[src/rtl/alu_mp_seq.sv]
// alu_mp_seq: multi-precision sequencer for an external 8-bit combinational ALU.
// Steps BYTES-wide operands through the ALU one byte per cycle, LSB first,
// chaining carry between bytes.
// Optional feature: define ALU_SEQ_ABORT_EN to add an abort input that
// cancels a RUN in progress without updating result/zero/carry_out.
module alu_mp_seq #(
    parameter int BYTES = 4
) (
    input  logic                 clk,
    input  logic                 reset,
    input  logic                 start,
    input  logic [2:0]           op,
    input  logic [8*BYTES-1:0]   opa,
    input  logic [8*BYTES-1:0]   opb,
`ifdef ALU_SEQ_ABORT_EN
    input  logic                 abort,
`endif
    output logic                 ready,
    output logic                 done,
    output logic [8*BYTES-1:0]   result,
    output logic                 carry_out,
    output logic                 zero,
    output logic [3:0]           alu_ctrl,
    output logic [7:0]           alu_a,
    output logic [7:0]           alu_b,
    output logic                 alu_cin,
    input  logic [7:0]           alu_out,
    input  logic                 alu_cout
);
    localparam int W  = 8 * BYTES;
    localparam int IW = $clog2(BYTES);

    // ALU control encodings (ALU ctrl_input); 0 is the idle drive
    localparam logic [3:0] K_ADDC = 4'd1;
    localparam logic [3:0] K_AND  = 4'd2;
    localparam logic [3:0] K_OR   = 4'd3;
    localparam logic [3:0] K_NEG  = 4'd4;

    localparam logic [2:0] OP_ADD = 3'd0;
    localparam logic [2:0] OP_SUB = 3'd1;
    localparam logic [2:0] OP_AND = 3'd2;
    localparam logic [2:0] OP_OR  = 3'd3;
    localparam logic [2:0] OP_NOT = 3'd4;

    typedef enum logic [1:0] {IDLE, RUN, DONE} state_t;

    state_t         state_q, state_d;
    logic [IW-1:0]  idx_q, idx_d;
    logic [2:0]     op_q, op_d;
    logic [W-1:0]   opa_q, opa_d, opb_q, opb_d;
    logic [W-1:0]   work_q, work_d;
    logic           carry_q, carry_d;
    logic [W-1:0]   result_q, result_d;
    logic           carry_out_q, carry_out_d;
    logic           zero_q, zero_d;

    logic [7:0]     a_byte, b_byte, byte_res;
    logic           is_arith, is_legal;

    assign a_byte   = opa_q[{idx_q, 3'b000} +: 8];
    assign b_byte   = opb_q[{idx_q, 3'b000} +: 8];
    assign is_arith = (op_q == OP_ADD) || (op_q == OP_SUB);
    assign is_legal = (op_q <= OP_NOT);
    // illegal ops still run the ALU (as AND) but contribute zero bytes
    assign byte_res = is_legal ? alu_out : 8'h00;

    assign ready     = (state_q == IDLE);
    assign done      = (state_q == DONE);
    assign result    = result_q;
    assign carry_out = carry_out_q;
    assign zero      = zero_q;

    // ALU drives: combinational from state, idx and latched operands
    always_comb begin
        alu_ctrl = 4'd0;
        alu_a    = 8'h00;
        alu_b    = 8'h00;
        alu_cin  = 1'b0;
        if (state_q == RUN) begin
            alu_a   = a_byte;
            alu_b   = b_byte;
            alu_cin = carry_q;
            case (op_q)
                OP_ADD:  alu_ctrl = K_ADDC;
                OP_SUB: begin
                    alu_ctrl = K_ADDC;
                    alu_b    = ~b_byte;
                end
                OP_AND:  alu_ctrl = K_AND;
                OP_OR:   alu_ctrl = K_OR;
                OP_NOT:  alu_ctrl = K_NEG;
                default: alu_ctrl = K_AND;
            endcase
        end
    end

    // Next-state and datapath update
    always_comb begin
        state_d     = state_q;
        idx_d       = idx_q;
        op_d        = op_q;
        opa_d       = opa_q;
        opb_d       = opb_q;
        work_d      = work_q;
        carry_d     = carry_q;
        result_d    = result_q;
        carry_out_d = carry_out_q;
        zero_d      = zero_q;
        case (state_q)
            IDLE: begin
                if (start) begin
                    op_d    = op;
                    opa_d   = opa;
                    opb_d   = opb;
                    idx_d   = '0;
                    carry_d = (op == OP_SUB);
                    work_d  = '0;
                    state_d = RUN;
                end
            end
            RUN: begin
                work_d[{idx_q, 3'b000} +: 8] = byte_res;
                if (is_arith) carry_d = alu_cout;
                if (idx_q == IW'(BYTES - 1)) begin
                    // result is published on the edge entering DONE,
                    // so it includes the byte written this cycle
                    state_d     = DONE;
                    result_d    = work_d;
                    zero_d      = (work_d == '0);
                    carry_out_d = is_arith ? carry_d : 1'b0;
                end else begin
                    idx_d = idx_q + IW'(1);
                end
`ifdef ALU_SEQ_ABORT_EN
                if (abort) begin
                    state_d     = IDLE;
                    result_d    = result_q;
                    zero_d      = zero_q;
                    carry_out_d = carry_out_q;
                end
`endif
            end
            DONE:    state_d = IDLE;
            default: state_d = IDLE;
        endcase
    end

    // State and datapath registers with synchronous reset
    always_ff @(posedge clk) begin
        if (reset) begin
            state_q     <= IDLE;
            idx_q       <= '0;
            op_q        <= '0;
            opa_q       <= '0;
            opb_q       <= '0;
            work_q      <= '0;
            carry_q     <= 1'b0;
            result_q    <= '0;
            carry_out_q <= 1'b0;
            zero_q      <= 1'b1;
        end else begin
            state_q     <= state_d;
            idx_q       <= idx_d;
            op_q        <= op_d;
            opa_q       <= opa_d;
            opb_q       <= opb_d;
            work_q      <= work_d;
            carry_q     <= carry_d;
            result_q    <= result_d;
            carry_out_q <= carry_out_d;
            zero_q      <= zero_d;
        end
    end
endmodule

[config.mk]
export PLATFORM = sky130hd
export DESIGN_NAME = alu_mp_seq
export DESIGN_NICKNAME = d
export VERILOG_FILES = /design/src/rtl/alu_mp_seq.sv
export SDC_FILE = /design/constraint.sdc
export NUM_CORES = 1
export LEC_CHECK = 0
export ABC_CLOCK_PERIOD_IN_PS = 2600
export CORE_ASPECT_RATIO = 0.6
export CORE_MARGIN = 1
export CORE_UTILIZATION = 40
export DETAILED_ROUTE_END_ITERATION = 8
export GPL_TIMING_DRIVEN = 0
export PLACE_DENSITY_LB_ADDON = 0.12
export SLEW_MARGIN = 10
export SYNTH_ARGS = -nofsm -noshare
export SYNTH_HDL_FRONTEND = slang
export SYNTH_SLANG_ARGS = --single-unit
export TNS_END_PERCENT = 30
[constraint.sdc]
create_clock -name clk -period 2.6 [get_ports clk]
set_clock_uncertainty 0.05 [all_clocks]
set_input_delay 0.39 -clock clk [delete_from_list [all_inputs] [get_ports clk]]
set_output_delay 0.39 -clock clk [all_outputs]
set_load 0.005 [all_outputs]
==> tab_implementation.tex <==
\begin{tabular}{lr}
\hline
Metric & Value \\
\hline
\multicolumn{2}{l}{\textbf{STA}} \\
\quad Final hold violation count & 0 \\
\quad Maximum frequency from static timing analysis & 0.392 GHz \\
\quad Setup TNS Final & 0 ps \\
\quad Unrepaired setup endpoints after global routing & true \\
\quad Worst hold slack & 392 ps \\
\quad Final period util & 0.981 \\
\quad Tightest Pin Transition & 755 ps \\
\quad Slew Limit Fails & 0 \\
\quad Post-layout min period & 2550 ps \\
\quad Max-Slew Margin vs Limit & 0.493 \\
\quad Endpoints failing setup & 0 \\
\multicolumn{2}{l}{\textbf{Floorplanning}} \\
\quad Core box area & 14,500 um2 \\
\quad Die Y & 96.8 um \\
\quad Die area & 15,500 um2 \\
\quad Width of the die & 160 um \\
\quad Count of boundary I/O pins & 136 \\
\quad Starting utilization of the core area & 0.412 \\
\quad Standard-cell row count & 34 \\
\multicolumn{2}{l}{\textbf{Run status}} \\
\quad Status & finished, final reports clean \\
\multicolumn{2}{l}{\textbf{Logic synthesis}} \\
\quad Yosys cell types & 44 \\
\quad Flop and latch count out of synthesis & 138 \\
\quad Prevailing post-synth register cell & sky130\_fd\_sc\_hd\_\_dfxtp\_1 \\
\quad Post-synth net total & 819 \\
\quad Async set-reset flop share out of synthesis & 0 \\
\quad Largest family of logic cells by synthesized area & simple AND/OR/NAND/NOR gates \\
\quad Post-synthesis simple-gate area fraction & 0.222 \\
\quad Post-synth EDFFs & 0 \\
\quad Area share of the largest cell type after synthesis & 0.461 \\
\quad Synth Area in Adders & 0.0125 \\
\quad Xor/xnor cell area share of the yosys netlist & 0.0117 \\
\quad Post-synthesis sequential area ratio & 0.461 \\
\quad Number of instances in the synthesized netlist & 734 \\
\quad Number of warnings issued by yosys & 0 \\
\quad Post-synthesis instance area & 5990 um2 \\
\quad Syn avg cell area & 8.17 um2 \\
\quad Largest area contributor in the netlist & sky130\_fd\_sc\_hd\_\_dfxtp\_1 \\
\quad Largest cells by area after synthesis & sky130\_fd\_sc\_hd\_\_dfxtp\_1 46\%, sky130\_fd\_sc\_hd\_\_nand2\_1 10\%, sky130\_fd\_sc\_hd\_\_a21oi\_1 7.4\% \\
\quad Compound-Gate Fraction of Synth Area & 0.182 \\
\quad Fraction of synthesized area in multiplexers & 0.0620 \\
\multicolumn{2}{l}{\textbf{Finish}} \\
\quad Antenna diode count & 0 \\
\quad Count of placed standard cells in the final layout, fillers left out & 1,095 \\
\quad Fin area & 8340 um2 \\
\quad Post-synthesis to final-layout area growth & 39.2\% \\
\quad Nets@finish & 970 \\
\quad Filler instances & 1,355 \\
\quad Fraction of final layout cells with drive strength greater than 1 & 0.101 \\
\multicolumn{2}{l}{\textbf{Detailed routing}} \\
\quad First DRT Iteration DRCs & 483 \\
\quad Number of DRC violations after detailed routing & 0 \\
\quad Pre-antenna DRT Iters & 5 \\
\quad Post-detailed-route wirelength per cell & 18.4 um \\
\quad Vias per inst & 5.48 \\
\quad Count of vias placed by the detailed router & 5,996 \\
\quad Number of antenna-violating nets in the routed design & 0 \\
\quad DRT Wirelength & 20,200 um \\
\multicolumn{2}{l}{\textbf{Critical path}} \\
\quad Critical path startpoint category & flip-flop \\
\quad Maximum fanout count along the critical path & 10 \\
\quad Crit path DAT & 2110 ps \\
\quad Worst path required time & 2160 ps \\
\quad CP Class & flip-flop to output port \\
\quad Endpoint class of the critical path & output port \\
\multicolumn{2}{l}{\textbf{Clocking}} \\
\quad TritonCTS clock tree & built \\
\quad CTS max path bufs & 2 \\
\quad Clock latency on the worst-skew pair & 420 ps \\
\quad Library cell used as clock root buffer & sky130\_fd\_sc\_hd\_\_clkbuf\_16 \\
\quad Clock slew at the register clock pins of the worst setup and hold paths & 60 ps \\
\quad H-tree depth reported by CTS & 4 \\
\quad Hold bufs inserted after CTS & 0 \\
\quad TritonCTS buffer count & 17 \\
\quad Number of sinks driven by the clock tree & 138 \\
\multicolumn{2}{l}{\textbf{Global route}} \\
\quad Overflow left after global routing & 0 \\
\quad Pin count of the biggest net entering global routing & 17 \\
\quad First-pass GRT wire length & 31,900 um \\
\quad Initial antenna violation count & 0 \\
\quad Overall fraction of global-route tracks in use & 0.266 \\
\quad Number of global-route vias before repair & 6,012 \\
\multicolumn{2}{l}{\textbf{Placement}} \\
\quad Hpwl dp & 14,700 um \\
\quad Placed cell count & 1,065 \\
\quad Port Buf Inserts & 133 \\
\quad Placed Area & 7570 um2 \\
\quad RD Place Congestion & 0.918 \\
\multicolumn{2}{l}{\textbf{Power and ir drop}} \\
\quad Leakage & 3.03 nW \\
\quad Worst vdd ir & 0.000360 V \\
\quad Overall power & 5.34 mW \\
\quad Cell Pwr Density & 640 nW/um2 \\
\multicolumn{2}{l}{\textbf{Min path}} \\
\quad Hold crit path type & input pin to flip-flop \\
\multicolumn{2}{l}{\textbf{Run}} \\
\quad Max-cap viol count & 0 \\
\hline
\end{tabular}
what timing repair did:
action / CTS / global route
resized for setup: 42 / 24
buffers inserted: 2 / 0
pin swaps: 3 / 2
setup endpoints to repair: 84 / 34
cells in the mapped netlist, types with 2 or more instances:
library cell and number:
sky130_fd_sc_hd__nor4_1 5, sky130_fd_sc_hd__o21ai_1 2, sky130_fd_sc_hd__a31oi_1 2, sky130_fd_sc_hd__clkbuf_1 49, sky130_fd_sc_hd__nor3_1 19, sky130_fd_sc_hd__buf_1 2, sky130_fd_sc_hd__mux4_2 16, sky130_fd_sc_hd__o22ai_1 8
sky130_fd_sc_hd__nand2_1 167, sky130_fd_sc_hd__nand3_1 6, sky130_fd_sc_hd__a22oi_1 27, sky130_fd_sc_hd__o21ai_0 10, sky130_fd_sc_hd__xor2_1 8, sky130_fd_sc_hd__a32oi_1 6, sky130_fd_sc_hd__a41oi_1 2, sky130_fd_sc_hd__o2bb2ai_1 10
sky130_fd_sc_hd__ha_1 6, sky130_fd_sc_hd__or4_1 2, sky130_fd_sc_hd__nand4_1 3, sky130_fd_sc_hd__nor2_1 88, sky130_fd_sc_hd__buf_4 2, sky130_fd_sc_hd__and4bb_2 2, sky130_fd_sc_hd__a21oi_1 89, sky130_fd_sc_hd__inv_1 16
sky130_fd_sc_hd__buf_2 5, sky130_fd_sc_hd__a211oi_1 6, sky130_fd_sc_hd__a221oi_1 8, sky130_fd_sc_hd__nor2b_1 4, sky130_fd_sc_hd__dfxtp_1 138, sky130_fd_sc_hd__and2_1 12
layer usage:
metal	share of wire	vias to the layer above	GRT usage	wire, um
met1	0.48	2837	0.390	9680
met3	0.087	40	0.0583	1760
li1	-	2830	-	-
met5	0	-	0	0
met4	0.018	0	0.0813	361
met2	0.42	289	0.385	8400
worst max-delay path, cell delays in order, from the launching register on:
cell and delay [ps]:
sky130_fd_sc_hd__dfxtp_1 350, sky130_fd_sc_hd__nand2b_1 220, sky130_fd_sc_hd__buf_4 210, sky130_fd_sc_hd__buf_4 190
sky130_fd_sc_hd__nor3_2 200, sky130_fd_sc_hd__clkdlybuf4s50_1 530
final timing paths:
path              cells after the start                    start  slack, ps                endpoint
hold / removal                        2                    reset        390  result[0]$_SDFFE_PP0P_
hold reg to reg                       2   opb_q[21]$_SDFFE_PP0P_        400  opb_q[21]$_SDFFE_PP0P_
setup reg to reg                      9    idx_q[1]$_SDFFE_PP0P_        160       zero$_SDFFE_PP1P_
setup / recovery                      5  state_q[1]$_SDFFE_PP0P_         50             alu_ctrl[0]
kinds of logic (layout without fill, tap and decap cells):
kind of cell    Yosys count  count (layout)
xor+xnor                  8               8
buf+inv                  74             237
compound gates          175             175
mux                      17              17
fa+ha+maj                 6               6
simple gates            315             315
flops                   138             138
other cells               1               1
where the power goes:
group,switching [mW],internal [mW],leakage [nW],total [mW]
logic,0.386,0.302,1.63,0.688
clock network,0.981,1.44,0.275,2.42
registers,0.0458,2.19,1.12,2.24
total,1.41,3.93,3.03,5.34
flip-flops by register name, indices dropped and copies added (netlist names):
register   flops
opa_q         32
opb_q         32
result        32
work_q        32
op_q           3
idx_q          2
state_q        2
carry_out      1
carry_q        1
zero           1
final cells by class:
cell class | count | area (um2) | area share
clock inverters | 13 | 144 | 0.0172
flip-flops and latches | 138 | 2770 | 0.332
well taps | 198 | 248 | 0.0297
inverters | 16 | 60.1 | 0.00720
clock buffers | 18 | 439 | 0.0526
repair buffers | 135 | 1330 | 0.159
multi-input cells | 522 | 3070 | 0.368
plain buffers | 55 | 280 | 0.0336
per-stage QoR:
step	worst slack, ps	utilization
floorplan	7.36	-
global placement	-642	0.521
detailed placement	-604	0.521
CTS	-37.7	0.567
global route	-27.8	0.573
finish	50.2	0.573
placed cells by master (no fill, tap or decap), drive strengths merged, types with 3 or more instances in the layout:
master / count
a211oi: 6
a21oi: 89
a221oi: 8
a22oi: 27
a32oi: 6
and2: 12
buf: 12
clkbuf: 63
clkdlybuf4s50: 117
clkinv: 4
clkinvlp: 4
dfxtp: 138
dlygate4sd2: 15
ha: 6
inv: 19
mux4: 16
nand2: 167
nand3: 6
nand4: 3
nor2: 88
nor2b: 4
nor3: 19
nor4: 5
o21ai: 13
o22ai: 8
o2bb2ai: 10
xor2: 8
No activity file was read; power rests on OpenSTA's default activity.
==> RTL edit: new RTL, same settings <==
Add a define of `ALU_SEQ_ABORT_EN`.
--- a/src/rtl/alu_mp_seq.sv
+++ b/src/rtl/alu_mp_seq.sv
@@ -3,6 +3,8 @@
 // chaining carry between bytes.
 // Optional feature: define ALU_SEQ_ABORT_EN to add an abort input that
 // cancels a RUN in progress without updating result/zero/carry_out.
+`define ALU_SEQ_ABORT_EN
+
 module alu_mp_seq #(
     parameter int BYTES = 4
 ) (
Ports: changed (added abort); port bits go from 136 to 137. No check against the original RTL was run, so the function may have changed too.
==> RTL edit against the unedited design <==
Sequential cell count unchanged. Setup slack improved by 0.011 ns. Cell area about the same. Register-to-register slack worse by 0.03 ns. Power shrank 0.14%. Sequential share of layout area about the same. Critical endpoint is now alu_b[5]. Maximum frequency rose by 0.42%. Area after synthesis is 0.81% higher. Wire length fell by 5.7%. Critical path type unchanged. Non-clock buffer count grew 3. Utilization decreased by 0.32 points. Synthesized cell count shrank 0.41%.
==> RTL edit: results (changes against the unedited design) <==
dpl_worst_slack_ns: -0.480  # was -0.604 ns
synth_cell_type_count: 50  # was 44
synth_common_cells: "nand2_1 (202), dfxtp_1 (138), a21oi_1 (101)"  # was nand2_1 (167), dfxtp_1 (138), a21oi_1 (89)
vias: 5975  # was 5996
power.ir.vdd_worst_uv: 404  # was 360 µV
clockBufferDepth: 2  # unchanged
dr.pass1.iters: 7  # was 5
number_of_enable_type_register_cells_in_the_synthesized_netlist: 0  # unchanged
ys_dominant_reg_cell: "dfxtp_1"  # unchanged
power.static_leakage_uw: 0.00310  # was 0.00303 µW
nNetsFinal: 974  # was 970
post_route_cells_drive_above_1_share_pct: 10.2  # was 10.1%
via_count_of_the_first_global_routing_pass: 5701  # was 6012
grt_use_met3_pct: 5.55  # was 5.83%
outcome: "completed"  # unchanged
hpwl_um: 13700  # was 14700 µm
crit_path_max_fanout: 9  # was 10
synth-seq-area-share_pct: 45.7  # was 46.1%
first_iter_violations: 425  # was 483
grt_util_met1_pct: 36.1  # was 39.0%
yosys-top-cells-area: "dfxtp_1 (46%), nand2_1 (13%), a21oi_1 (8.4%), mux4_2 (6.0%), a22oi_1 (3.7%)"  # was dfxtp_1 (46%), nand2_1 (10%), a21oi_1 (7.4%), mux4_2 (6.0%), nor2_1 (5.5%)
grt_use_met2_pct: 35.8  # was 38.5%
min_path_type: "input port to flip-flop"  # unchanged
worst_slew_pin_slew_ns: 0.738  # was 0.755 ns
grt_max_degree: 17  # unchanged
portBuffers: 134  # was 133
synth.net_count: 817  # was 819
insertedDiodeCount: 0  # unchanged
internal-power_uw: 4020  # was 3930 µW
final-hold-violation-count: 0  # unchanged
finalWirelength_um: 19000  # was 20200 µm
crit_slowest_cell: "mux4_2"  # was clkdlybuf4s50_1
gr-usage-all-layers_pct: 24.5  # was 26.6%
post_place_cell_area_mm2: 0.00763  # was 0.00757 mm²
first_pass_grt_wire_length_um: 29800  # was 31900 µm
gp_congestion: 0.888  # was 0.918
critPathMaxStageDelay_ns: 0.49  # was 0.53 ns
cts_made_buffers: 17  # unchanged
[RTL edit: changes by cell type in the layout (fill, tap and decap cells not counted), moves of 4 or more]
cell | unedited run | this run
buf_2 | 4 | 8
clkbuf_1 | 41 | 33
a221oi_1 | 5 | 0
buf_1 | 1 | 5
a21oi_1 | 89 | 101
dlygate4sd2_1 | 15 | 8
nor2_1 | 88 | 57
nand2_1 | 166 | 201
a22o_1 | 0 | 5
nor3_1 | 18 | 3
dlymetal6s2s_1 | 1 | 7
[RTL edit: path summary, 6_finish.rpt]
check                                         endpoint  depth (start not counted)  slack (ns)                   start
worst min register to register  opb_q[18]$_SDFFE_PP0P_                          2        0.40  opb_q[18]$_SDFFE_PP0P_
worst max register to register       zero$_SDFFE_PP1P_                          9        0.13   idx_q[1]$_SDFFE_PP0P_
worst min-delay path             opb_q[7]$_SDFFE_PP0P_                          2        0.37                   reset
worst max-delay path                          alu_b[5]                          6        0.06   idx_q[0]$_SDFFE_PP0P_
[RTL edit: logic make-up after synthesis]
family | after synthesis | share of synthesized area (%)
compound gates | 184 | 19.4
xor+xnor | 8 | 1.16
fa+ha+maj | 6 | 1.24
buf+inv | 72 | 5.09
flops | 138 | 45.7
mux | 16 | 5.96
other cells | 1 | 0.0621
simple gates | 306 | 21.3
[RTL edit: worst max-delay path, delay by kind of cell, from the launching register on]
kind	cells	cell delay, ns
xor gates and xnor gates	1	0.15
muxes	1	0.49
buffers and inverters	3	0.51
DFF	1	0.35
and+or+nand+nor	1	0.18
[RTL edit: layout make-up]
cell class	instances	area, µm²
fillers	1325	6290
repair buffers	139	1390
inverters	17	63.8
clock buffers	21	460
plain buffers	54	287
flip-flops and latches	138	2770
well taps	198	248
multi-input cells	521	2990
clock inverters	11	145
[RTL edit: what timing repair did]
action,4_1_cts,5_1_grt
setup buffers,5,0
endpoints found under the hold margin,0,0
endpoints found under the setup margin,74,15
pin swaps,1,1
resized for setup,30,14
gates cloned,0,0
[RTL edit: per-stage QoR]
step / util, % / hold WS (ns) / power [µW] / cells
final: 57.0 / 0.371 / 5340 / 1099
after global routing: 57.0 / 0.397 / 5510 / 1099
after CTS: 56.8 / 0.347 / 5340 / 1099
after detailed placement: 52.1 / 0.395 / 2860 / 1063
after global placement: 52.1 / 0.390 / 2850 / 1063
after floorplan: - / 0.383 / 2580 / 731
[RTL edit: per-layer routing]
| metal | up-vias | share of wire (%) |
|---|---|---|
| li1 | 2822 | - |
| met1 | 2850 | 48 |
| met4 | 0 | 0.88 |
| met2 | 287 | 42 |
| met5 | - | 0 |
| met3 | 16 | 9.9 |
[RTL edit: power groups by stage]
stage	sequential [µW]	combinational (µW)	clock, µW
final	2230	617	2490
after global routing	2240	666	2610
after CTS	2230	607	2500
after detailed placement	2280	586	0
after global placement	2270	576	0
after floorplan	2260	321	0
